[src/rtl/reg_bank_arbiter.sv]
`default_nettype none
// ============================================================================
// Module   : reg_bank_arbiter
// Purpose  : Round-robin arbiter/sequencer that shares one bank of registers
//            among NREQ control masters. Each master posts a single read or
//            write. The block serialises the posts onto the bank's per-register
//            select, shared write strobe/data and OR-ed read data, then returns
//            a one-cycle ack (plus read data) to the granted master.
// Ports    : clk        - clock, rising edge
//            rstn       - asynchronous active-low reset
//            req        - per-master request, held until its ack
//            req_wr     - per-master 1=write / 0=read
//            req_addr   - per-master register index, master i at [i*AW +: AW]
//            req_wdata  - per-master write data, master i at [i*DW +: DW]
//            ack        - one-cycle completion pulse to the granted master
//            rsp_rdata  - read data, meaningful while ack!=0 on a read
//            reg_sel    - one-hot register select to the bank
//            reg_wr     - bank write strobe, qualified by reg_sel
//            reg_wdata  - bank write data
//            reg_rdata  - per-register read data (0 when unselected)
//            rsp_err    - only with REG_ARB_ERR_EN: out-of-range flag with ack
// Options  : REG_ARB_ERR_EN - when defined, adds the rsp_err output.
// Revision : 1.0 - initial release
// ============================================================================
module reg_bank_arbiter #(
  parameter int NREQ = 4,
  parameter int NREG = 8,
  parameter int DW   = 16,
  parameter int AW   = 3
) (
  input  logic                 clk,
  input  logic                 rstn,
  input  logic [NREQ-1:0]      req,
  input  logic [NREQ-1:0]      req_wr,
  input  logic [NREQ*AW-1:0]   req_addr,
  input  logic [NREQ*DW-1:0]   req_wdata,
  output logic [NREQ-1:0]      ack,
  output logic [DW-1:0]        rsp_rdata,
  output logic [NREG-1:0]      reg_sel,
  output logic                 reg_wr,
  output logic [DW-1:0]        reg_wdata,
  input  logic [NREG*DW-1:0]   reg_rdata
`ifdef REG_ARB_ERR_EN
  ,
  output logic                 rsp_err
`endif
);

  localparam int PW = (NREQ > 1) ? $clog2(NREQ) : 1;

  localparam logic [1:0] c_IDLE   = 2'd0;
  localparam logic [1:0] c_ACCESS = 2'd1;
  localparam logic [1:0] c_DONE   = 2'd2;

  logic [1:0]      r_state;
  logic [PW-1:0]   r_ptr;    // last granted master; search starts at r_ptr+1
  logic [PW-1:0]   r_id;
  logic            r_wr;
  logic [AW-1:0]   r_addr;

  logic            w_found;
  logic [PW-1:0]   w_gnt;
  logic            w_gnt_wr;
  logic [AW-1:0]   w_gnt_addr;
  logic [DW-1:0]   w_gnt_wdata;
  logic [NREG-1:0] w_sel_dec;
  logic [NREQ-1:0] w_ack_dec;
  logic [DW-1:0]   w_rdata_or;
  logic            w_oor;

  // Rotating priority: scan ptr+1, ptr+2, ... wrapping, first active req wins.
  always_comb begin
    w_found = 1'b0;
    w_gnt   = '0;
    for (int k = 1; k <= NREQ; k++) begin
      if (!w_found && req[(int'(r_ptr) + k) % NREQ]) begin
        w_found = 1'b1;
        w_gnt   = PW'((int'(r_ptr) + k) % NREQ);
      end
    end
  end

  assign w_gnt_wr    = req_wr[w_gnt];
  assign w_gnt_addr  = req_addr[int'(w_gnt)*AW +: AW];
  assign w_gnt_wdata = req_wdata[int'(w_gnt)*DW +: DW];

  // Addresses at or beyond NREG decode to no select bit at all.
  for (genvar r = 0; r < NREG; r++) begin : g_sel
    assign w_sel_dec[r] = (int'(w_gnt_addr) == r);
  end

  for (genvar i = 0; i < NREQ; i++) begin : g_ack
    assign w_ack_dec[i] = (int'(r_id) == i);
  end

  always_comb begin
    w_rdata_or = '0;
    for (int r = 0; r < NREG; r++) begin
      w_rdata_or = w_rdata_or | reg_rdata[r*DW +: DW];
    end
  end

  assign w_oor = (int'(r_addr) >= NREG);

  always_ff @(posedge clk or negedge rstn) begin
    if (!rstn) begin
      r_state   <= c_IDLE;
      r_ptr     <= PW'(NREQ - 1);
      r_id      <= '0;
      r_wr      <= 1'b0;
      r_addr    <= '0;
      ack       <= '0;
      rsp_rdata <= '0;
      reg_sel   <= '0;
      reg_wr    <= 1'b0;
      reg_wdata <= '0;
`ifdef REG_ARB_ERR_EN
      rsp_err   <= 1'b0;
`endif
    end else begin
      case (r_state)
        c_IDLE: begin
          if (w_found) begin
            r_state   <= c_ACCESS;
            r_ptr     <= w_gnt;
            r_id      <= w_gnt;
            r_wr      <= w_gnt_wr;
            r_addr    <= w_gnt_addr;
            // Bank-facing outputs are loaded here so they are live for
            // exactly the ACCESS cycle.
            reg_sel   <= w_sel_dec;
            reg_wr    <= w_gnt_wr;
            reg_wdata <= w_gnt_wdata;
          end
        end
        c_ACCESS: begin
          reg_sel <= '0;
          reg_wr  <= 1'b0;
          if (!r_wr) begin
            rsp_rdata <= w_oor ? '0 : w_rdata_or;
          end
          ack     <= w_ack_dec;
`ifdef REG_ARB_ERR_EN
          rsp_err <= w_oor;
`endif
          r_state <= c_DONE;
        end
        c_DONE: begin
          ack     <= '0;
`ifdef REG_ARB_ERR_EN
          rsp_err <= 1'b0;
`endif
          r_state <= c_IDLE;
        end
        default: begin
          ack     <= '0;
          reg_sel <= '0;
          reg_wr  <= 1'b0;
`ifdef REG_ARB_ERR_EN
          rsp_err <= 1'b0;
`endif
          r_state <= c_IDLE;
        end
      endcase
    end
  end

endmodule
`default_nettype wire

[config.mk]
export PLATFORM = sky130hd
export DESIGN_NAME = reg_bank_arbiter
export DESIGN_NICKNAME = d
export VERILOG_FILES = /design/src/rtl/reg_bank_arbiter.sv
export SDC_FILE = /design/constraint.sdc
export NUM_CORES = 1
export LEC_CHECK = 0
export ABC_CLOCK_PERIOD_IN_PS = 5800
export CAP_MARGIN = 5
export CORE_ASPECT_RATIO = 0.75
export CORE_MARGIN = 2
export CORE_UTILIZATION = 35
export CTS_BUF_LIST = sky130_fd_sc_hd__clkbuf_8
export DETAILED_ROUTE_END_ITERATION = 6
export GPL_ROUTABILITY_DRIVEN = 0
export GPL_TIMING_DRIVEN = 0
export PLACE_DENSITY = 0.88
export SKIP_CTS_REPAIR_TIMING = 1
export SYNTH_ARGS = -nofsm -noshare
export SYNTH_HDL_FRONTEND = slang
export SYNTH_SLANG_ARGS = --single-unit
export TNS_END_PERCENT = 20
[constraint.sdc]
create_clock -name clk -period 5.8 [get_ports clk]
set_input_delay 0.58 -clock clk [delete_from_list [all_inputs] [get_ports clk]]
set_output_delay 0.58 -clock clk [all_outputs]
set_load 0.05 [all_outputs]
==> results of run 1 <==
-- layout make-up --
cell class | count | area, um2
Buffer | 17 | 111.4
Clock buffer | 5 | 68.82
Clock inverter | 3 | 38.79
Fill cell | 663 | 2541
Inverter | 2 | 7.507
Multi-Input combinational cell | 219 | 1541
Sequential cell | 52 | 1304
Tap cell | 108 | 135.1
Timing Repair Buffer | 259 | 2597
-- cell families after synthesis --
family	after synthesis
buf+inv	19
compound gates	59
mux	52
flops	52
simple gates	108
-- sequential cells by signal (all words and copies together) (netlist names) --
register and count:
reg_wr 1, reg_wdata 16, r_ptr 2, reg_sel 8, r_state 2, r_wr 1, ack 4, rsp_rdata 16
r_id 2
-- cells in the final DEF, fill, tap and decap left out, types with 2 or more instances in the layout --
| master | count |
|---|---|
| a32oi_2 | 2 |
| nand3_1 | 2 |
| dfstp_2 | 2 |
| a32o_1 | 4 |
| nor2b_1 | 3 |
| mux2_2 | 16 |
| inv_1 | 3 |
| nand2_1 | 34 |
| dfrtp_1 | 50 |
| o21ai_1 | 18 |
| buf_2 | 3 |
| nor4_1 | 32 |
| o41ai_2 | 4 |
| nor2_1 | 25 |
| a32o_2 | 2 |
| clkdlybuf4s50_1 | 257 |
| clkbuf_8 | 5 |
| mux2i_1 | 35 |
| buf_6 | 4 |
| o21ai_0 | 2 |
| nand3b_1 | 3 |
| nand2b_1 | 3 |
| clkbuf_1 | 8 |
| a21oi_1 | 6 |
| a31oi_1 | 16 |
-- critical path, delay by kind of cell --
| family | cells | cell delay, ns |
|---|---|---|
| buf+inv | 3 | 1.20 |
| simple gates | 4 | 0.75 |
| compound gates | 1 | 0.10 |
-- path summary, 6_finish.rpt --
| check | to | slack (ns) | cells past startpoint | startpoint |
|---|---|---|---|---|
| worst max register to register | reg_sel[4]$_DFFE_PN0P_ | 3.73 | 6 | r_ptr[1]$_DFFE_PN1P_ |
| worst min register to register | reg_wdata[15]$_DFFE_PN0P_ | 0.49 | 2 | reg_wdata[15]$_DFFE_PN0P_ |
| worst min-delay path | r_id[1]$_DFFE_PN0P_ | 0.22 | 1 | rstn |
| max in group asynchronous | r_ptr[0]$_DFFE_PN1P_ | 4.98 | 2 | rstn |
| worst max-delay path | reg_wdata[11]$_DFFE_PN0P_ | 3.39 | 8 | req[3] |
| min in group clk | reg_wdata[15]$_DFFE_PN0P_ | 0.49 | 2 | reg_wdata[15]$_DFFE_PN0P_ |
-- power breakdown --
part	internal, W	switching, W	total (W)
Sequential	0.000485	0.0000815	0.000567
Combinational	0.000565	0.000795	0.00136
Clock	0.000127	0.000123	0.000250
Total	0.00118	0.00100	0.00218
-- metrics by stage --
step	hold slack, ns	setup slack (ns)
4_1_cts	0.2336	3.401
3_5_place_dp	0.4754	3.109
3_3_place_gp	0.4646	2.629
6_report	0.2204	3.386
5_1_grt	0.2469	3.094
2_1_floorplan	0.2844	3.791
-- per-layer routing --
| metal | part of all wire [%] | up-vias | routed length, um | track usage, % |
|---|---|---|---|---|
| met5 | 0 | - | 0 | 0 |
| met4 | 3.2 | 0 | 384 | 9.432 |
| met3 | 6.5 | 31 | 785 | 7.806 |
| met2 | 51 | 117 | 6132 | 45.12 |
| met1 | 39 | 1628 | 4702 | 31.19 |
| li1 | - | 1624 | - | - |
==> reports/qor.yml, run 1 <==
status: "finished, final reports clean"
synth-edff-count: 0
final_util_pct: 69.55
synth_top_cell_by_area: "dfrtp_1"
cts.htree.levels: 2
netlist_area_um2: 2964
drt_wl_total_um: 12010
final.min_clock_period_ns: 2.414
yosysMostFrequentCell: "dfrtp_1"
core_um2: 8346
synthArstFlopShare_pct: 100.0
ys.flop_type: "dfrtp_1"
place_area_um2: 5697
total_power_w: 0.002176
dp_hpwl_um: 10280
hold_violations: 0
antenna_found_initial: 0
grt_setup_unrepaired: "no"
fin_worst_skew_ns: 0.007011
syn_nets: 504
io_buffers: 258
cp.required_ns: 6.04
drive_above_1_share_pct: 8.797
io_pins: 259
cp_common_cell: "clkbuf_1"
hp-class: "input port to async pin"
cts_buffers: 5
antenna_cells: 0
firstDrtPassIters: 4
cp_cell_sequence: "clkdlybuf4s50_1 -> or2_1 -> nor3_1 -> or3_1 -> clkbuf_1 -> clkbuf_1 -> nand2_1 -> o21ai_1"
instances_no_fill: 665
synthMuxAreaShare_pct: 18.66
synth.top_cell.area_share_pct: 42.21
crit_fanout: 10
slew_viol_final: 0
vdd_ir_drop_max_mv: 0.4088
ys_ff_latch: 52
die_h_um: 83.70
max-cap-violations: 0
grt_start_max_net_pins: 33
cp-start-kind: "input port"
arrival_ns: 2.65
gr-total-overflow: 0
groute.usage.overall_pct: 26.40
crit_type: "input port to flop"
rows: 29
routed_via_density: 5.113
ys_seq_area_share_pct: 43.98
ys_top_cells_by_area: "dfrtp_1 42%, mux2i_1 12%, nor4_1 6.8%, mux2_2 6.1%, nand2_1 4.3%"
p_per_area_nw_per_um2: 375.0
cts_buffer_depth: 2
synthTopCellsByCount: "50 x dfrtp_1, 35 x mux2i_1, 34 x nand2_1"
fp.dieW_um: 110.3
vias: 3400
synthSimpleGateAreaFrac_pct: 17.81
relSlewSlack_pct: 59.63
synth_compound_area_share_pct: 15.53
grt_pass1_vias: 3653
syn_inst: 290
p_leak_nw: 2.289
placedCellCount: 657
synthXorXnorAreaFrac_pct: 0
die_area_um2: 9228
fin_tns_setup_ns: 0
post-route-period-util_pct: 41.63
final_area_um2: 5804
synthAdderAreaFrac_pct: 0
clkTransAtPathRegs_ns: 0.09
drt_iter0_drc: 140
area_growth_pct: 95.82
ys_warn_count: 0
cp_slowest_stage_delay_ns: 0.49
synthDistinctLibCells: 38
grt_pass1_wl_um: 18510
synth_top_family_by_area: "multiplexers"
clock_latency_ns: 0.30
fin_nets: 770
root_buffer: "clkbuf_8"
cts_tree: "built"
end_kind: "flop"
max_freq_mhz: 414.2
setup_viol: 0
wl_per_cell_um: 18.05
initial_core_util_pct: 35.52
drc: 0
syn_area_per_cell_um2: 10.22
ant_nets: 0
worstMarginPinSlew_ns: 0.6037
slowest_stage: "clkdlybuf4s50_1"
clock_sinks: 52
Power figures use the tool's default switching activity.
==> inputs of run 2 (changes only) <==
- ABC_CLOCK_PERIOD_IN_PS: 5800 -> 2100
- CORE_UTILIZATION: 35 -> 29
- PLACE_DENSITY: 0.88 -> 0.78
- clock period: 5.8 -> 2.1 ns (I/O delays scaled with it)
==> run 2 against run 1 <==
Largest cell class unchanged. Die area grew 20%. Worst setup slack lost 3.3 ns. Largest power group unchanged. Global-route usage down 4.5 points. Critical endpoint is now reg_sel[4]$_DFFE_PN0P_. Core utilization down 9.7 points. Final cell count increased by 3.5%. Sequential cell count is the same. Register-to-register slack worse by 3.7 ns. First-iteration DRC count grew 14%. Sequential power rose to 2.8 times the previous value. Via count is 2.7% lower.
==> reports/qor.yml, run 2 (synthesized netlist as in run 1, its figures left out) <==
status: "finished, final reports clean"
num-fill-cells: 856
vias: 3307
die_h_um: 91.56
top_regs: "reg_wdata x16, rsp_rdata x16, reg_sel x8"
hold_violations: 0
mostFrequentLayoutCell: "clkdlybuf4s50_1"
cp.required_ns: 2.30
cp-start-kind: "flop"
antenna_found_initial: 0
slowest_stage: "dfstp_2"
cts_tree: "built"
fin_worst_skew_ns: 0.002779
final_area_um2: 5871
grt_pass1_vias: 3571
hp-class: "input port to async pin"
grt_start_max_net_pins: 39
core_um2: 9813
final.min_clock_period_ns: 2.024
gr-total-overflow: 0
cp_cell_sequence: "nand2_1 -> nand3b_1 -> and3_1 -> buf_6 -> buf_8 -> nand2_1 -> a32o_2 -> a32o_1"
worstMarginPinSlew_ns: 0.6799
rows: 31
crit_fanout: 10
holdWs_ns: 0.3670
grt_pass1_wl_um: 18690
max_freq_mhz: 494.0
firstDrtPassIters: 4
cts_buffer_depth: 2
max-cap-violations: 0
cts.htree.levels: 2
mostFrequentLayoutCells: "256 x clkdlybuf4s50_1, 50 x dfrtp_1, 34 x nand2_1, 34 x mux2i_1, 32 x nor4_1"
slew_viol_final: 0
end_kind: "flop"
setup_viol: 0
groute.usage.overall_pct: 21.95
post-route-period-util_pct: 96.40
place_area_um2: 5727
ant_nets: 0
routed_via_density: 4.807
cp_slowest_stage_delay_ns: 0.59
clock_sinks: 52
fin_nets: 770
drc: 0
drt_wl_total_um: 12140
die_area_um2: 11050
cp_common_cell: "nand2_1"
relSlewSlack_pct: 54.50
vdd_ir_drop_max_mv: 0.6543
area_growth_pct: 98.06
cts_buffers: 5
grt_setup_unrepaired: "yes"
final_util_pct: 59.82
arrival_ns: 2.22
root_buffer: "clkbuf_8"
drive_above_1_share_pct: 10.25
fp.dieW_um: 120.7
p_per_area_nw_per_um2: 1019
clock_latency_ns: 0.30
drt_iter0_drc: 160
antenna_cells: 0
r2r_slack_ns: 0.08
clkTransAtPathRegs_ns: 0.09
p_leak_nw: 2.314
initial_core_util_pct: 30.21
wl_per_cell_um: 17.65
io_pins: 259
total_power_w: 0.005983
io_buffers: 258
dp_hpwl_um: 10410
crit_type: "flop to flop"
==> run 2: stage by stage <==
step                      cells  worst slack [ns]  setup TNS (ns)
after global placement      680           -0.7173          -40.97
after floorplan             290            0.2252               0
after global routing        688          -0.05242         -0.1440
after detailed placement    681           -0.3094          -7.405
after CTS                   688           0.01771               0
final                       688           0.07559               0
==> run 2: area by class of cell <==
| class | count | area (um2) | area share [%] |
|---|---|---|---|
| multi-input cells | 219 | 1569 | 26.73 |
| inverters | 2 | 7.507 | 0.1279 |
| flip-flops and latches | 52 | 1304 | 22.21 |
| well taps | 132 | 165.2 | 2.813 |
| plain buffers | 16 | 118.9 | 2.025 |
| clock buffers | 7 | 96.34 | 1.641 |
| repair buffers | 260 | 2610 | 44.46 |
==> run 2: critical path: cells and delay by family (launching register included) <==
kind	cells	cell delay, ns
buffers and inverters	2	0.29
AOI/OAI and AO/OA	2	0.58
and+or+nand+nor	4	0.45
DFF	1	0.59
==> run 2: power by group <==
part           switching [W]  total, W  leakage, nW  internal [W]
clock               0.000322  0.000616       0.0503      0.000294
combinational        0.00221   0.00380         1.67       0.00160
sequential          0.000222   0.00156        0.594       0.00134
total                0.00275   0.00598         2.31       0.00323
==> run 2: final timing paths <==
check                                               from                        to  cells past startpoint
worst max-delay path                r_ptr[1]$_DFFE_PN1P_    reg_sel[4]$_DFFE_PN0P_                      8
worst min-delay path                                rstn        ack[1]$_DFFE_PN0N_                      2
worst max register to register      r_ptr[1]$_DFFE_PN1P_    reg_sel[4]$_DFFE_PN0P_                      8
worst min register to register  reg_wdata[5]$_DFFE_PN0P_  reg_wdata[5]$_DFFE_PN0P_                      2
max in group asynchronous                           rstn      r_ptr[0]$_DFFE_PN1P_                      3
min in group clk                reg_wdata[5]$_DFFE_PN0P_  reg_wdata[5]$_DFFE_PN0P_                      2
==> run 2: routing by layer <==
| metal | GRT usage [%] | wire length [um] | vias up |
|---|---|---|---|
| met5 | 0 | 0 | - |
| met4 | 5.329 | 137 | 0 |
| met2 | 36.30 | 6087 | 113 |
| met1 | 28.01 | 5020 | 1564 |
| li1 | - | - | 1618 |
| met3 | 6.721 | 899 | 12 |
